===== src/rtl/cfg_pkg.sv =====
// Shared types and constants for the serial configuration loader.
// Holds the FSM state encoding, frame geometry and power-on routing values.
package cfg_pkg;

    typedef enum logic [1:0] {
        ST_HUNT    = 2'd0,
        ST_PAYLOAD = 2'd1,
        ST_CHECK   = 2'd2
    } cfg_state_e;

    localparam logic [7:0] SYNC_WORD_DEFAULT = 8'hA5;
    localparam int         FRAME_BITS        = 32;
    localparam int         PAYLOAD_BITS      = 24;
    localparam logic [4:0] PAYLOAD_LAST      = 5'(PAYLOAD_BITS - 1);

    // Identity routing: each CLB selects its own slice out of reset.
    localparam logic [1:0] SEL1_RST = 2'd0;
    localparam logic [1:0] SEL2_RST = 2'd1;
    localparam logic [1:0] SEL3_RST = 2'd2;
    localparam logic [1:0] SEL4_RST = 2'd3;

endpackage


===== src/rtl/cfg_frame_check.sv =====
// Combinational validity check of a received payload (B0, B1, CHK).
// A frame is good when the checksum matches, B1 reserved bits are clear and the selects form a permutation.
module cfg_frame_check (
    input  logic [7:0] b0,
    input  logic [7:0] b1,
    input  logic [7:0] chk,
    output logic       good
);

    logic [1:0] s1, s2, s3, s4;
    logic       distinct;

    assign s1 = b0[1:0];
    assign s2 = b0[3:2];
    assign s3 = b0[5:4];
    assign s4 = b0[7:6];

    // Four pairwise-distinct 2-bit values are necessarily a permutation of 0..3.
    assign distinct = (s1 != s2) && (s1 != s3) && (s1 != s4) &&
                      (s2 != s3) && (s2 != s4) && (s3 != s4);

    assign good = ((b0 ^ b1) == chk) && (b1[6:0] == 7'd0) && distinct;

endmodule


===== src/rtl/cfg_bitstream_loader.sv =====
// Serial configuration loader: hunts for a sync byte, shadows a 24-bit payload,
// then atomically applies it to the routing outputs only if the frame checks good.
module cfg_bitstream_loader
    import cfg_pkg::*;
#(
    parameter logic [7:0] SYNC_WORD = SYNC_WORD_DEFAULT
) (
    input  logic       clk,
    input  logic       rst_n,
    input  logic       cfg_din,
    input  logic       cfg_valid,
    output logic       cfg_ready,
    input  logic       cfg_abort,
    output logic [1:0] sel1,
    output logic [1:0] sel2,
    output logic [1:0] sel3,
    output logic [1:0] sel4,
    output logic       c_external,
    output logic       cfg_loaded,
    output logic       cfg_done,
    output logic       cfg_err,
    output cfg_state_e dbg_state
);

    // Handshake: a bit is consumed on a rising edge where cfg_valid && cfg_ready.
    cfg_state_e  state_q,  state_d;
    logic [7:0]  win_q,    win_d;
    logic [4:0]  cnt_q,    cnt_d;
    logic [23:0] shadow_q, shadow_d;
    logic [7:0]  route_q,  route_d;
    logic        cext_q,   cext_d;
    logic        loaded_q, loaded_d;
    logic        done_q,   done_d;
    logic        err_q,    err_d;
    logic        ready_q,  ready_d;

    logic accept;
    logic good;

    cfg_frame_check u_check (
        .b0  (shadow_q[23:16]),
        .b1  (shadow_q[15:8]),
        .chk (shadow_q[7:0]),
        .good(good)
    );

    assign accept = cfg_valid && ready_q;

    always_comb begin
        state_d  = state_q;
        win_d    = win_q;
        cnt_d    = cnt_q;
        shadow_d = shadow_q;
        route_d  = route_q;
        cext_d   = cext_q;
        loaded_d = loaded_q;
        done_d   = 1'b0;
        err_d    = 1'b0;

        unique case (state_q)
            ST_HUNT, ST_PAYLOAD: begin
                if (cfg_abort) begin
                    state_d = ST_HUNT;
                    win_d   = 8'd0;
                    cnt_d   = 5'd0;
                end else if (accept) begin
                    if (state_q == ST_HUNT) begin
                        win_d = {win_q[6:0], cfg_din};
                        if (win_d == SYNC_WORD) begin
                            state_d = ST_PAYLOAD;
                            cnt_d   = 5'd0;
                        end
                    end else begin
                        shadow_d = {shadow_q[22:0], cfg_din};
                        cnt_d    = cnt_q + 5'd1;
                        if (cnt_q == PAYLOAD_LAST) begin
                            state_d = ST_CHECK;
                            cnt_d   = 5'd0;
                        end
                    end
                end
            end
            ST_CHECK: begin
                state_d = ST_HUNT;
                win_d   = 8'd0;
                cnt_d   = 5'd0;
                if (good) begin
                    route_d  = shadow_q[23:16];
                    cext_d   = shadow_q[15];
                    loaded_d = 1'b1;
                    done_d   = 1'b1;
                end else begin
                    err_d = 1'b1;
                end
            end
            default: begin
                state_d = ST_HUNT;
                win_d   = 8'd0;
                cnt_d   = 5'd0;
            end
        endcase

        ready_d = (state_d != ST_CHECK);
    end

    always_ff @(posedge clk or negedge rst_n) begin
        if (!rst_n) begin
            state_q  <= ST_HUNT;
            win_q    <= 8'd0;
            cnt_q    <= 5'd0;
            shadow_q <= 24'd0;
            route_q  <= {SEL4_RST, SEL3_RST, SEL2_RST, SEL1_RST};
            cext_q   <= 1'b0;
            loaded_q <= 1'b0;
            done_q   <= 1'b0;
            err_q    <= 1'b0;
            ready_q  <= 1'b1;
        end else begin
            state_q  <= state_d;
            win_q    <= win_d;
            cnt_q    <= cnt_d;
            shadow_q <= shadow_d;
            route_q  <= route_d;
            cext_q   <= cext_d;
            loaded_q <= loaded_d;
            done_q   <= done_d;
            err_q    <= err_d;
            ready_q  <= ready_d;
        end
    end

    assign cfg_ready  = ready_q;
    assign sel1       = route_q[1:0];
    assign sel2       = route_q[3:2];
    assign sel3       = route_q[5:4];
    assign sel4       = route_q[7:6];
    assign c_external = cext_q;
    assign cfg_loaded = loaded_q;
    assign cfg_done   = done_q;
    assign cfg_err    = err_q;
    assign dbg_state  = state_q;

endmodule


===== config.mk =====
export PLATFORM = sky130hd
export DESIGN_NAME = cfg_bitstream_loader
export DESIGN_NICKNAME = d
export VERILOG_FILES = /design/src/rtl/cfg_pkg.sv /design/src/rtl/cfg_frame_check.sv /design/src/rtl/cfg_bitstream_loader.sv
export SDC_FILE = /design/constraint.sdc
export NUM_CORES = 1
export LEC_CHECK = 0
export BUFFER_PORTS_ARGS = -buffer_cell sky130_fd_sc_hd__buf_2
export CORE_ASPECT_RATIO = 0.6
export CORE_MARGIN = 2
export CORE_UTILIZATION = 30
export CTS_BUF_LIST = sky130_fd_sc_hd__clkbuf_2 sky130_fd_sc_hd__clkbuf_4 sky130_fd_sc_hd__clkbuf_8
export CTS_CLUSTER_DIAMETER = 40
export DETAILED_ROUTE_END_ITERATION = 8
export GPL_TIMING_DRIVEN = 0
export HOLD_SLACK_MARGIN = 0.06
export SYNTH_ARGS = -nofsm -noshare
export SYNTH_HDL_FRONTEND = slang
export SYNTH_HIERARCHICAL = 1
export SYNTH_SLANG_ARGS = --single-unit

===== constraint.sdc =====
create_clock -name clk -period 2.7 [get_ports clk]
set_input_delay 0.405 -clock clk [delete_from_list [all_inputs] [get_ports clk]]
set_output_delay 0.405 -clock clk [all_outputs]
set_load 0.01 [all_outputs]

### After elaboration in Yosys (flattened, before gate mapping)

Index checks and enable logic that the tools add are counted.

* reductions and logical operators: 15
* bitwise logic cells: 3
* mux-type cells: 20
* $add $sub $neg: 1
* eq/ne operators: 15

Operator list (number)
* 5-bit two-way mux: 6
* 7-bit two-way mux: 4
* 2-bit two-way mux: 6
* 2-bit inequality test: 6
* 8-bit equality test: 1
* 8-bit equality test (second input constant): 1
* 1-bit logical AND: 8
* 8-bit XOR: 1
* 7-bit logical NOT: 1
* 3-bit inequality test (second input constant): 2
* 2-bit AND reduction: 3
* 5-bit by 1-bit adder with 5-bit output (second input constant): 1
* 5-bit equality test (second input constant): 1
* 1-bit two-way mux: 4
* 4-bit inequality test (second input constant): 1
* 4-bit AND reduction: 1
* 2-bit by 1-bit equality test with 1-bit output (second input constant): 1
* 2-bit equality test (second input constant): 1
* 2-bit logical NOT: 1
* 2-bit inequality test (second input constant): 1
* 1-bit inverter: 2
* 2-bit OR reduction: 1

* logic and storage cells: 64
* input bits: 5
* flip-flop bits (word level): 51

### Longest topological paths before layout

Gate-level depths: netlist of the first run.

* depth after elaboration: 9
* depth in mapped cells: 8
* mapped depth without buffers: 6

### Modules after synthesis

The synthesis of the first run kept the hierarchy.

By module, submodules not included
* cfg_bitstream_loader: seq. area each 1282.5 um^2, cells an instance 153, times used 1, area an instance 2139.6 um^2
* cfg_frame_check: seq. area each 0.0 um^2, cells an instance 42, times used 1, area an instance 324.1 um^2

### Worst setup path after synthesis of the first run

No wires, ideal clock.

* path kind: reg-to-reg
* start: reg shadow_q[23]
* end: reg cext_q (netlist: c_external)
* stages on the path, launching flop included: 9
* data required time: 2575 ps
* clock period less this slack: 2004 ps
* path buffers: 2
* arrival time: 1880 ps
* slack: 696 ps
* cells stage by stage: dfrtp_1 > clkbuf_2 > xnor2_1 > a221oi_1 > o22ai_1 > nor4_2 > nand3_1 > buf_2 > mux2_2

* longest elaborated chain between the ends: 7

Ends and longest elaborated chain
* start, declared: RTL line cfg_bitstream_loader.sv:29 `logic [23:0] shadow_q, shadow_d;`
* start signal, assigned: RTL line cfg_bitstream_loader.sv:122 `shadow_q <= shadow_d;`
* 2-bit inequality test: RTL line cfg_frame_check.sv:19 `assign distinct = (s1 != s2) && (s1 != s3) && (s1 != s4) &&`
* 1-bit logical AND (2 in a row): RTL line cfg_frame_check.sv:19
* 1-bit logical AND (2 in a row): RTL line cfg_frame_check.sv:20 `(s2 != s3) && (s2 != s4) && (s3 != s4);`
* 1-bit logical AND *: RTL line cfg_frame_check.sv:22 `assign good = ((b0 ^ b1) == chk) && (b1[6:0] == 7'd0) && distinct;`
* net good: RTL line cfg_bitstream_loader.sv:38 `logic good;`
* 2-bit AND reduction (no line) *
* end signal, assigned: RTL line cfg_bitstream_loader.sv:124 `cext_q <= cext_d;`
* end, declared: RTL line cfg_bitstream_loader.sv:31 `logic cext_q, cext_d;`

The timed path passes the listed nets; every way through them passes the cells marked *.
A chain may end at the register's enable or synchronous reset.

### Final worst setup path of the first run

* start: reg shadow_q[21]
* end: reg cext_q (netlist: c_external)

* longest elaborated chain between the ends: 8

Ends and longest elaborated chain (RTL line)
* 2-bit inequality test: cfg_frame_check.sv:19
* 1-bit logical AND (3 in a row): cfg_frame_check.sv:19
* 1-bit logical AND (2 in a row): cfg_frame_check.sv:20
* 1-bit logical AND *: cfg_frame_check.sv:22
* net good: cfg_bitstream_loader.sv:38
* 2-bit AND reduction (no line) *

Marks and branches as above.

==> summary.md, run 1 <==
| Metric | Value |
|---|---|
| Hold buffer count at CTS | `0` |
| Total negative slack | `0 ns` |
| Most used DFF post-synth | `dfrtp_1` |
| Synthesized net count | `201` |
| CP peak stage delay | `0.55 ns` |
| Hold slack final | `0.324 ns` |
| Post-route DRC | `0` |
| TritonCTS Sinks | `51` |
| Crit-path slowest cell | `dfrtp_1` |
| Critical Path Start Type | `flop` |
| Vias in the first global route | `1536` |
| Final GP Congestion | `0.897` |
| Final ANT Viol Nets | `0` |
| Final Max Tran Viols | `0` |
| Port Buf Inserts | `19` |
| Area added between synthesis and finish | `13.6%` |
| First-pass GRT wire length | `7.89 mm` |
| EDFF count, synth | `0` |
| Power Density | `459 nW/µm²` |
| CTS clk-pin slew, worst paths | `0.08 ns` |
| Worst EP arrival | `2.51 ns` |
| WS Path Type | `reg -> reg` |
| Critical Path Sink Type | `flop` |
| # H-tree levels | `2` |
| Layout cell share with drive strength beyond 1 | `35.6%` |
| Synthesized cell area | `2460 µm²` |
| Outcome | `finished, final reports clean` |
| Seq/Total Area, Yosys | `52.1%` |
| Worst vdd ir | `0.178 mV` |
| Row cnt | `25` |
| Pleak | `1.32 nW` |
| Post-Synthesis Mean Instance Area | `12.6 µm²` |
| Drt pass-1 iters | `4` |
| Clock Latency Late Sink | `0.29 ns` |
| Post-Route WL | `4.59 mm` |
| Final Hold Fails | `0` |
| Largest net degree at the start of global routing | `52` |
| Setup-failing EPs final | `0` |
| RSZ-0062 raised after global routing | `false` |
| CTS max path bufs | `2` |
| Synth Instances | `195` |
| Die Ht | `74.2 µm` |
| Worst EP required | `2.89 ns` |
| Drt initial violations | `121` |
| Synth warn | `6` |
| Seq cells post-synth | `51` |
| Pwr Total | `1.28 mW` |
| Asr flop ratio synth | `100%` |
| Initial Util | `31.1%` |
| TritonCTS clock tree | `built` |
| Final core utilization | `35.4%` |
| Fin crit share | `85.8%` |
| Post-CTS sizing | `0` |
| Worst-margin pin slew | `1.13 ns` |
| Hpwl dp | `3.25 mm` |
| Post-synth top cells | `dfrtp_1, mux2_2, xnor2_1, nor2_1` |
| Skew final | `0.00113 ns` |
| Worst slew margin | `24.7%` |
| Main area contributors after synthesis | `dfrtp_1, mux2_2, dfstp_2` |
| Num CTS Buffers | `5` |
| Initial antenna violation count | `0` |
| Max_cap viols | `0` |
| Fill count | `796` |
| Via count | `1588` |
| Worst Hold Class | `in -> async` |
| Core Area | `7910 µm²` |
| Crit path max fanout | `10` |
| Synth cell types | `41` |
| CTS root buf | `clkbuf_8` |
| Yosys top cell by area | `dfrtp_1` |
| Antenna cells | `0` |
| Yosys top cell area share | `46.7%` |
| Vias per std cell | `4.81` |
| Setup Fix Bufs, Post-CTS | `0` |
| Final nets | `227` |
| CP cell instances | `xnor2_1 > a221oi_2 > o22ai_1 > nor4_2 > nand3_1 > buf_2 > mux2_2` |
| Top-count cell post-synth | `dfrtp_1` |
| Die ar. | `8980 µm²` |
| Max Fclk | `0.432 GHz` |
| Overall Global Routing Usage | `11.4%` |
| Routed len/inst | `13.9 µm` |
| I/O pin total | `20` |
| GRT overflow | `0` |
| Die extent in x | `121 µm` |
| Fin crit period | `2.32 ns` |
-- worst paths after layout --
kind	startpoint	slack [ns]	depth (start not counted)	to
worst min-delay path	rst_n	0.32	1	shadow_q[13]
max in group asynchronous	rst_n	1.68	1	shadow_q[23]
worst max-delay path	shadow_q[21]	0.38	7	c_external
min in group clk	cfg_din	0.37	2	shadow_q[0]
worst max register to register	shadow_q[21]	0.38	7	c_external
worst min register to register	cfg_loaded	0.47	1	cfg_loaded
-- state kept, by name (all words and copies together) (netlist names) --
| signal | cells |
|---|---|
| cfg_ready | 1 |
| win_q | 7 |
| route_q | 8 |
| shadow_q | 24 |
| cfg_done | 1 |
| dbg_state | 2 |
| c_external | 1 |
| cfg_err | 1 |
| cfg_loaded | 1 |
| cnt_q | 5 |
-- cell type report --
class                   instances  area [µm²]  share of cell area (%)
plain buffers                   6        48.8                    1.74
clock buffers                   8         104                    3.71
inverters                       8        30.0                    1.07
multi-input cells             130        1100                    39.4
flip-flops and latches         51        1280                    45.8
well taps                     108         135                    4.83
repair buffers                 19        95.1                    3.40
-- per-stage QoR --
stage                     instance area, µm²  instances  setup slack, ns
final                                   2800        330            0.383
after global routing                    2800        330            0.205
after CTS                               2800        330            0.369
after detailed placement                2690        322            0.386
after global placement                  2690        322            0.470
after floorplan                         2460        195            0.696
-- placed cells by master (no fill, tap or decap), types with 3 or more instances in the layout --
cell type,n
dfrtp_1,46
mux2_2,34
buf_2,21
xnor2_1,11
nor2_1,10
inv_1,8
xor2_1,8
nand2_1,7
mux2i_1,7
clkbuf_8,7
nand3_1,6
o2111ai_1,5
dfstp_2,5
o21ai_0,3
buf_6,3
o211ai_1,3
nor3_1,3
a221oi_1,3
-- cell families (layout without fill, tap and decap cells) --
group                      Yosys count  count (layout)  share of synthesized area (%)
DFF                                 51              51                           52.1
adders and majority gates            1               1                          0.508
muxes                               41              41                           18.4
buffers and inverters               14              41                           3.20
xor gates and xnor gates            19              19                           6.75
and+or+nand+nor                     47              47                           11.8
AOI/OAI and AO/OA                   22              22                           7.31
-- metal layers --
metal / share of wire (%) / GRT usage (%) / routed length (µm)
met4: 0.76 / 3.88 / 35
met2: 40 / 15.6 / 1820
met5: 0 / 0 / 0
met1: 54 / 16.7 / 2460
met3: 6.0 / 3.83 / 276
-- report_power, final --
group | internal [mW] | switching (mW) | total (mW)
Sequential | 0.765 | 0.00140 | 0.767
Clock | 0.244 | 0.235 | 0.479
Combinational | 0.00966 | 0.0277 | 0.0374
-- worst max-delay path, delay by kind of cell (launching register included) --
kind	cells	cell delay, ns
flip-flops	1	0.55
AND/OR/NAND/NOR	2	0.52
XOR/XNOR	1	0.20
AO/OA/AOI/OAI	2	0.41
multiplexers	1	0.29
buffers and inverters	1	0.23
Note: power is estimated with default switching activity, not from simulation.
==> inputs of run 2 (changes only) <==
- ABC_AREA: not set -> 1
- GPL_TIMING_DRIVEN: 0 -> not set
==> run 2 against run 1 <==
Critical path depth is the same. Sequential share of layout area decreased by 1.3 points. Largest cell class unchanged. Worst hold slack lost 0.12 ns. Clock skew grew 0.012 ns. Synthesized cell count is 76% higher. Largest power group unchanged. Flip-flop and latch count stayed put. Critical path type unchanged. Design area rose by 2.9%. Combinational power grew 7.5%. Worst setup slack better by 0.43 ns. Routed wire length increased by 19%. Sequential power is essentially flat. Via count increased by 30%. Critical endpoint is now shadow_q[1].
==> summary.md, run 2 <==
| Metric | Value |
|---|---|
| Seq cells post-synth | `51 (unchanged)` |
| Hpwl dp | `4.00 mm (was 3.25 mm)` |
| Worst path bufs/invs | `2 (was 1)` |
| Yosys top cell area share | `44.4% (was 46.7%)` |
| Port Buf Inserts | `19 (unchanged)` |
| Outcome | `finished, final reports clean (unchanged)` |
| Die ar. | `9430 µm² (was 8980 µm²)` |
| Die Ht | `76.0 µm (was 74.2 µm)` |
| Synthesized cell area | `2590 µm² (was 2460 µm²)` |
| Setup-failing EPs final | `0 (unchanged)` |
| TritonCTS clock tree | `built (unchanged)` |
| Synth Instances | `344 (was 195)` |
| Core Area | `8460 µm² (was 7910 µm²)` |
| Drt pass-1 iters | `4 (unchanged)` |
| Commonest non-fill, non-tap cells in the layout | `nand2_1, inv_1, dfrtp_1 (was dfrtp_1, mux2_2, buf_2)` |
| Final Max Tran Viols | `0 (unchanged)` |
| Final GP Congestion | `0.893 (was 0.897)` |
| Routed len/inst | `11.5 µm (was 13.9 µm)` |
| Max Fclk | `0.531 GHz (was 0.432 GHz)` |
| Initial Util | `30.7% (was 31.1%)` |
| Antenna cells | `0 (unchanged)` |
| Pleak | `1.49 nW (was 1.32 nW)` |
| Initial antenna violation count | `0 (unchanged)` |
| Critical Path Sink Type | `flop (unchanged)` |
| Non-Filler Instances | `475 (was 330)` |
| Max reg flops | `24 (unchanged)` |
| Final nets | `368 (was 227)` |
| Synthesized net count | `350 (was 201)` |
| Vias in the first global route | `1952 (was 1536)` |
| Synth cell types | `25 (was 41)` |
| Skew final | `0.0131 ns (was 0.00113 ns)` |
| CTS max path bufs | `2 (unchanged)` |
| Post-synth top cells | `nand2_1, dfrtp_1, inv_1, o21ai_0, nor2_1 (was dfrtp_1, mux2_2, xnor2_1, nor2_1)` |
| Total negative slack | `0 ns (unchanged)` |
| Yosys top cell by area | `dfrtp_1 (unchanged)` |
| Worst EP arrival | `2.05 ns (was 2.51 ns)` |
| Area added between synthesis and finish | `11.0% (was 13.6%)` |
| Largest regs | `shadow_q (24), route_q (8), win_q (7) (unchanged)` |
| Asr flop ratio synth | `100% (unchanged)` |
| Fin crit share | `69.8% (was 85.8%)` |
| Post-route DRC | `0 (unchanged)` |
| Post-Synthesis Mean Instance Area | `7.54 µm² (was 12.6 µm²)` |
| Worst vdd ir | `0.166 mV (was 0.178 mV)` |
| Largest net degree at the start of global routing | `52 (unchanged)` |
| First-pass GRT wire length | `9.49 mm (was 7.89 mm)` |
| Largest Register | `shadow_q (unchanged)` |
| Hold buffer count at CTS | `0 (unchanged)` |
| Post-Route WL | `5.46 mm (was 4.59 mm)` |
| TritonCTS Sinks | `51 (unchanged)` |
| Cells after DPL | `467 (was 322)` |
| Via count | `2061 (was 1588)` |
| Layout cell share with drive strength beyond 1 | `14.0% (was 35.6%)` |
| Main area contributors after synthesis | `dfrtp_1, nand2_1, inv_1 (was dfrtp_1, mux2_2, dfstp_2)` |
| Worst Hold Class | `in -> async (unchanged)` |
| Synth warn | `6 (unchanged)` |
| Post-route cell area | `2880 µm² (was 2800 µm²)` |
| Post-CTS sizing | `0 (unchanged)` |
| Worst EP required | `2.87 ns (was 2.89 ns)` |
| Vias per std cell | `4.34 (was 4.81)` |
| Overall Global Routing Usage | `12.6% (was 11.4%)` |
| I/O pin total | `20 (unchanged)` |
| # H-tree levels | `2 (unchanged)` |
| Final core utilization | `34.0% (was 35.4%)` |
| Most common cell after layout, fill and taps aside | `nand2_1 (was dfrtp_1)` |
| Row cnt | `26 (was 25)` |
| CTS root buf | `clkbuf_8 (unchanged)` |
| WS Path Type | `reg -> reg (unchanged)` |
| Crit path max fanout | `49 (was 10)` |
| Most used DFF post-synth | `dfrtp_1 (unchanged)` |
| RSZ-0062 raised after global routing | `false (unchanged)` |
| CTS clk-pin slew, worst paths | `0.09 ns (was 0.08 ns)` |
| Critical Path Start Type | `flop (unchanged)` |
| Worst-margin pin slew | `0.646 ns (was 1.13 ns)` |
| Final Hold Fails | `0 (unchanged)` |
| Fin crit period | `1.88 ns (was 2.32 ns)` |
| DP Area | `2780 µm² (was 2690 µm²)` |
| Crit-path slowest cell | `dfrtp_1 (unchanged)` |
| Power Density | `443 nW/µm² (was 459 nW/µm²)` |
| Seq/Total Area, Yosys | `49.4% (was 52.1%)` |
| Worst slew margin | `56.9% (was 24.7%)` |
| GRT overflow | `0 (unchanged)` |
| CP cell instances | `nor2_2 > nand2_1 > inv_2 > nand3_2 > buf_4 > nor2_1 > a21oi_2 (was xnor2_1 > a221oi_2 > o22ai_1 > nor4_2 > nand3_1 > buf_2 > mux2_2)` |
| Final worst setup slack | `0.816 ns (was 0.383 ns)` |
| Setup Fix Bufs, Post-CTS | `0 (unchanged)` |
| CP peak stage delay | `0.47 ns (was 0.55 ns)` |
| Top-count cell post-synth | `nand2_1 (was dfrtp_1)` |
| Drt initial violations | `179 (was 121)` |
| Die extent in x | `124 µm (was 121 µm)` |
| Final ANT Viol Nets | `0 (unchanged)` |
| Clock Latency Late Sink | `0.30 ns (was 0.29 ns)` |
| Hold slack final | `0.208 ns (was 0.324 ns)` |
| Max_cap viols | `0 (unchanged)` |
| Top delay family on crit path | `simple AND/OR/NAND/NOR gates (was flip-flops)` |
| Pre-CTS setup slack | `0.790 ns (was 0.386 ns)` |
| Pwr Total | `1.28 mW (about the same)` |
| EDFF count, synth | `0 (unchanged)` |
| Num CTS Buffers | `5 (unchanged)` |
[run 2: layer usage]
layer / track usage (%) / up-vias / part of all wire, %
met4: 1.69 / 0 / 0.24
met2: 17.2 / 53 / 37
li1: - / 1081 / -
met5: 0 / - / 0
met3: 3.52 / 2 / 8.1
met1: 20.0 / 925 / 55
[run 2: where the power goes]
part | leakage [nW] | internal (mW) | switching (mW)
clock network | 0.0519 | 0.220 | 0.244
registers | 0.651 | 0.768 | 0.00284
logic | 0.784 | 0.00913 | 0.0311
[run 2: area by class of cell]
class	instances	area, µm²
Clock inverter	1	8.76
Inverter	50	188
Timing Repair Buffer	21	110
Clock buffer	7	90.1
Sequential cell	51	1280
Tap cell	112	140
Multi-Input combinational cell	233	1060
Fill cell	908	5580
[run 2: final timing paths]
check	startpoint	endpoint	slack, ns	cells after the start
min	rst_n	c_external	0.21	2
min in group clk	cfg_abort	cnt_q[2]	0.38	4
max	dbg_state[1]	shadow_q[1]	0.82	7
max reg2reg	dbg_state[1]	shadow_q[1]	0.82	7
max in group asynchronous	rst_n	shadow_q[6]	2.05	2
min reg2reg	route_q[7]	route_q[7]	0.47	2
[run 2: cells by family (layout without fill, tap and decap cells)]
kind of cell | after synthesis | count (layout) | synth area share (%)
xor+xnor | 8 | 8 | 2.70
buf+inv | 60 | 79 | 9.70
compound gates | 45 | 45 | 10.1
fa+ha+maj | 1 | 1 | 0.482
simple gates | 179 | 179 | 27.6
flops | 51 | 51 | 49.4
[run 2: worst register-to-register path, delay by kind of cell, from the launching register on]
family	cells	cell delay [ns]
and+or+nand+nor	4	0.84
DFF	1	0.47
buffers and inverters	2	0.40
AOI/OAI and AO/OA	1	0.04
==> inputs of run 3 (changes only) <==
- clock period: 2.7 -> 1.6 ns (I/O delays scaled with it)
==> run 3 against run 2 <==
The flow now finishes with violations (setup timing). Sequential power increased by 69%. Worst setup slack worse by 0.86 ns. Combinational power rose by 99%. Critical path depth grew 5. Clock-buffer cell count is the same. First-iteration DRC count down 25%. Die area unchanged. Clock skew down 0.0010 ns. Design area increased by 5.6%. Final cell count grew 2.7%. Critical endpoint is now cfg_loaded.
==> summary.md, run 3 (synthesized netlist as in run 2, its figures left out) <==
| Metric | Value |
|---|---|
| Outcome | `finished, violations left (was finished, final reports clean)` |
| Failing checks | `setup timing` |
| Antenna cells | `0 (unchanged)` |
| Max reg flops | `24 (unchanged)` |
| Hold_sp | `cfg_din` |
| Worst slew margin | `67.0% (was 56.9%)` |
| Layout cell share with drive strength beyond 1 | `21.5% (was 14.0%)` |
| Post-Route WL | `5.51 mm (was 5.46 mm)` |
| RR Startpoint | `shadow_q[20] (was dbg_state[1])` |
| Final Hold Fails | `0 (unchanged)` |
| Worst r2r dst | `cfg_loaded (was shadow_q[1])` |
| Largest regs | `shadow_q (24), route_q (8), win_q (7) (unchanged)` |
| Post-route DRC | `0 (unchanged)` |
| Largest Register | `shadow_q (unchanged)` |
| Crit path max fanout | `18 (was 49)` |
| Initial Util | `30.7% (unchanged)` |
| Num CTS Buffers | `5 (unchanged)` |
| CTS root buf | `clkbuf_8 (unchanged)` |
| Max Fclk | `0.608 GHz (was 0.531 GHz)` |
| Via count | `2111 (was 2061)` |
| Commonest non-fill, non-tap cells in the layout | `nand2_1, inv_1, dfrtp_1 (unchanged)` |
| Clock Latency Late Sink | `0.31 ns (was 0.30 ns)` |
| Reg2reg setup slack | `-0.05 ns (was 0.82 ns)` |
| Overall Global Routing Usage | `12.7% (was 12.6%)` |
| WS Path Type | `reg -> reg (unchanged)` |
| DP Area | `2900 µm² (was 2780 µm²)` |
| Crit path from | `shadow_q[20] (was dbg_state[1])` |
| Largest net degree at the start of global routing | `50 (was 52)` |
| CTS clk-pin slew, worst paths | `0.10 ns (was 0.09 ns)` |
| I/O pin total | `20 (unchanged)` |
| Cells on worst reg2reg path | `12 (was 7)` |
| Fin crit share | `103% (was 69.8%)` |
| Worst vdd ir | `0.425 mV (was 0.166 mV)` |
| Fill count | `904 (was 908)` |
| Vias in the first global route | `1966 (was 1952)` |
| Drt initial violations | `134 (was 179)` |
| Pleak | `1.56 nW (was 1.49 nW)` |
| Worst Hold End | `win_q[0]` |
| Hpwl dp | `4.18 mm (was 4.00 mm)` |
| Final GP Congestion | `0.899 (was 0.893)` |
| Power Density | `718 nW/µm² (was 443 nW/µm²)` |
| Die extent in x | `124 µm (unchanged)` |
| # H-tree levels | `2 (unchanged)` |
| RSZ-0062 raised after global routing | `true (was false)` |
| Die ar. | `9430 µm² (unchanged)` |
| Worst EP required | `1.80 ns (was 2.87 ns)` |
| Setup-failing EPs final | `9 (was 0)` |
| CTS max path bufs | `2 (unchanged)` |
| Drt pass-1 iters | `5 (was 4)` |
| Pwr Total | `2.18 mW (was 1.28 mW)` |
| Max_cap viols | `0 (unchanged)` |
| Row cnt | `26 (unchanged)` |
| Routed len/inst | `11.3 µm (was 11.5 µm)` |
| Pre-CTS setup slack | `-0.154 ns (was 0.790 ns)` |
| Area added between synthesis and finish | `17.2% (was 11.0%)` |
| Core Area | `8460 µm² (unchanged)` |
| Final ANT Viol Nets | `0 (unchanged)` |
| Initial antenna violation count | `0 (unchanged)` |
| Worst-margin pin slew | `0.496 ns (was 0.646 ns)` |
| First-pass GRT wire length | `9.40 mm (was 9.49 mm)` |
| GRT overflow | `0 (unchanged)` |
| Worst EP arrival | `1.84 ns (was 2.05 ns)` |
| Fin crit period | `1.65 ns (was 1.88 ns)` |
| Critical Path Sink Type | `flop (unchanged)` |
| Final core utilization | `35.9% (was 34.0%)` |
| Post-route cell area | `3040 µm² (was 2880 µm²)` |
| Hold depth | `3` |
| Vias per std cell | `4.33 (was 4.34)` |
| Die Ht | `76.0 µm (unchanged)` |
| TritonCTS clock tree | `built (unchanged)` |
| Worst Hold Class | `in -> reg (was in -> async)` |
| TritonCTS Sinks | `51 (unchanged)` |
| Final nets | `381 (was 368)` |
| Final worst setup slack | `-0.0460 ns (was 0.816 ns)` |
| Port Buf Inserts | `19 (unchanged)` |
| Critical Path Start Type | `flop (unchanged)` |
| Skew final | `0.0121 ns (was 0.0131 ns)` |
| Most common cell after layout, fill and taps aside | `nand2_1 (unchanged)` |
| Final Max Tran Viols | `0 (unchanged)` |
-- run 3: cell types whose count changed in the layout (fill, tap and decap cells not counted), moves of 2 or more --
| cell | before | now |
|---|---|---|
| o21ai_1 | 2 | 4 |
| nand2_2 | 0 | 4 |
| inv_1 | 46 | 41 |
| dfrtp_1 | 46 | 38 |
| buf_12 | 0 | 3 |
| dfrtp_2 | 0 | 8 |
| o21ai_0 | 32 | 30 |
| inv_2 | 4 | 9 |
| nand2_1 | 128 | 124 |
| buf_4 | 2 | 10 |
-- run 3: how the worst max path moves through the flow --
stage | to | slack, ns | depth (start not counted)
floorplan | route_q[1] | 0.01 | 11
finish | cfg_loaded | -0.05 | 12
detailed placement | route_q[3] | -0.15 | 12
CTS | cfg_loaded | -0.05 | 12
global route | route_q[3] | -0.16 | 12
global placement | c_external | -0.11 | 12
-- run 3: layer usage --
| metal | part of all wire, % | GRT usage [%] | up-vias |
|---|---|---|---|
| li1 | - | - | 1106 |
| met1 | 58 | 21.5 | 969 |
| met2 | 36 | 15.6 | 34 |
| met3 | 5.2 | 3.59 | 2 |
| met4 | 0.45 | 1.69 | 0 |
| met5 | 0 | 0 | - |
-- run 3: layout make-up --
class | instances | area, µm² | share of cell area (%)
Clock inverter | 1 | 5.00 | 0.165
Multi-Input combinational cell | 233 | 1070 | 35.3
Timing Repair Buffer | 34 | 251 | 8.28
Tap cell | 112 | 140 | 4.61
Sequential cell | 51 | 1290 | 42.5
Clock buffer | 7 | 90.1 | 2.96
Inverter | 50 | 188 | 6.18
-- run 3: through the flow --
stage	instances	hold slack, ns	setup TNS (ns)
finish	488	0.204	-0.248
global route	488	0.236	-1.46
CTS	488	0.188	-0.353
detailed placement	478	0.156	-1.40
global placement	478	0.153	-1.08
floorplan	344	-0.0556	0
-- run 3: critical path, stage by stage (launching register included) --
cell and delay, ns:
dfrtp_2 0.48, inv_2 0.09, nand2_1 0.06, nand2_1 0.07, nand2_1 0.05, nand2_1 0.06
nor2_1 0.04, nand3_1 0.09, nor2_2 0.05, nand3_2 0.09, buf_12 0.15, inv_2 0.04
or2_2 0.26
-- run 3: repair_timing --
| item | 4_1_cts | 5_1_grt |
|---|---|---|
| hold buffers | 1 | 0 |
| resized for setup | 15 | 5 |
| buffers inserted | 1 | 0 |
| endpoints found under the hold margin | 7 | 0 |
| setup endpoints to repair | 11 | 11 |
-- run 3: power by group --
part	switching [mW]	total [mW]	internal (mW)
logic	0.0549	0.0800	0.0251
clock network	0.434	0.801	0.367
registers	0.00442	1.30	1.30
total	0.494	2.18	1.69
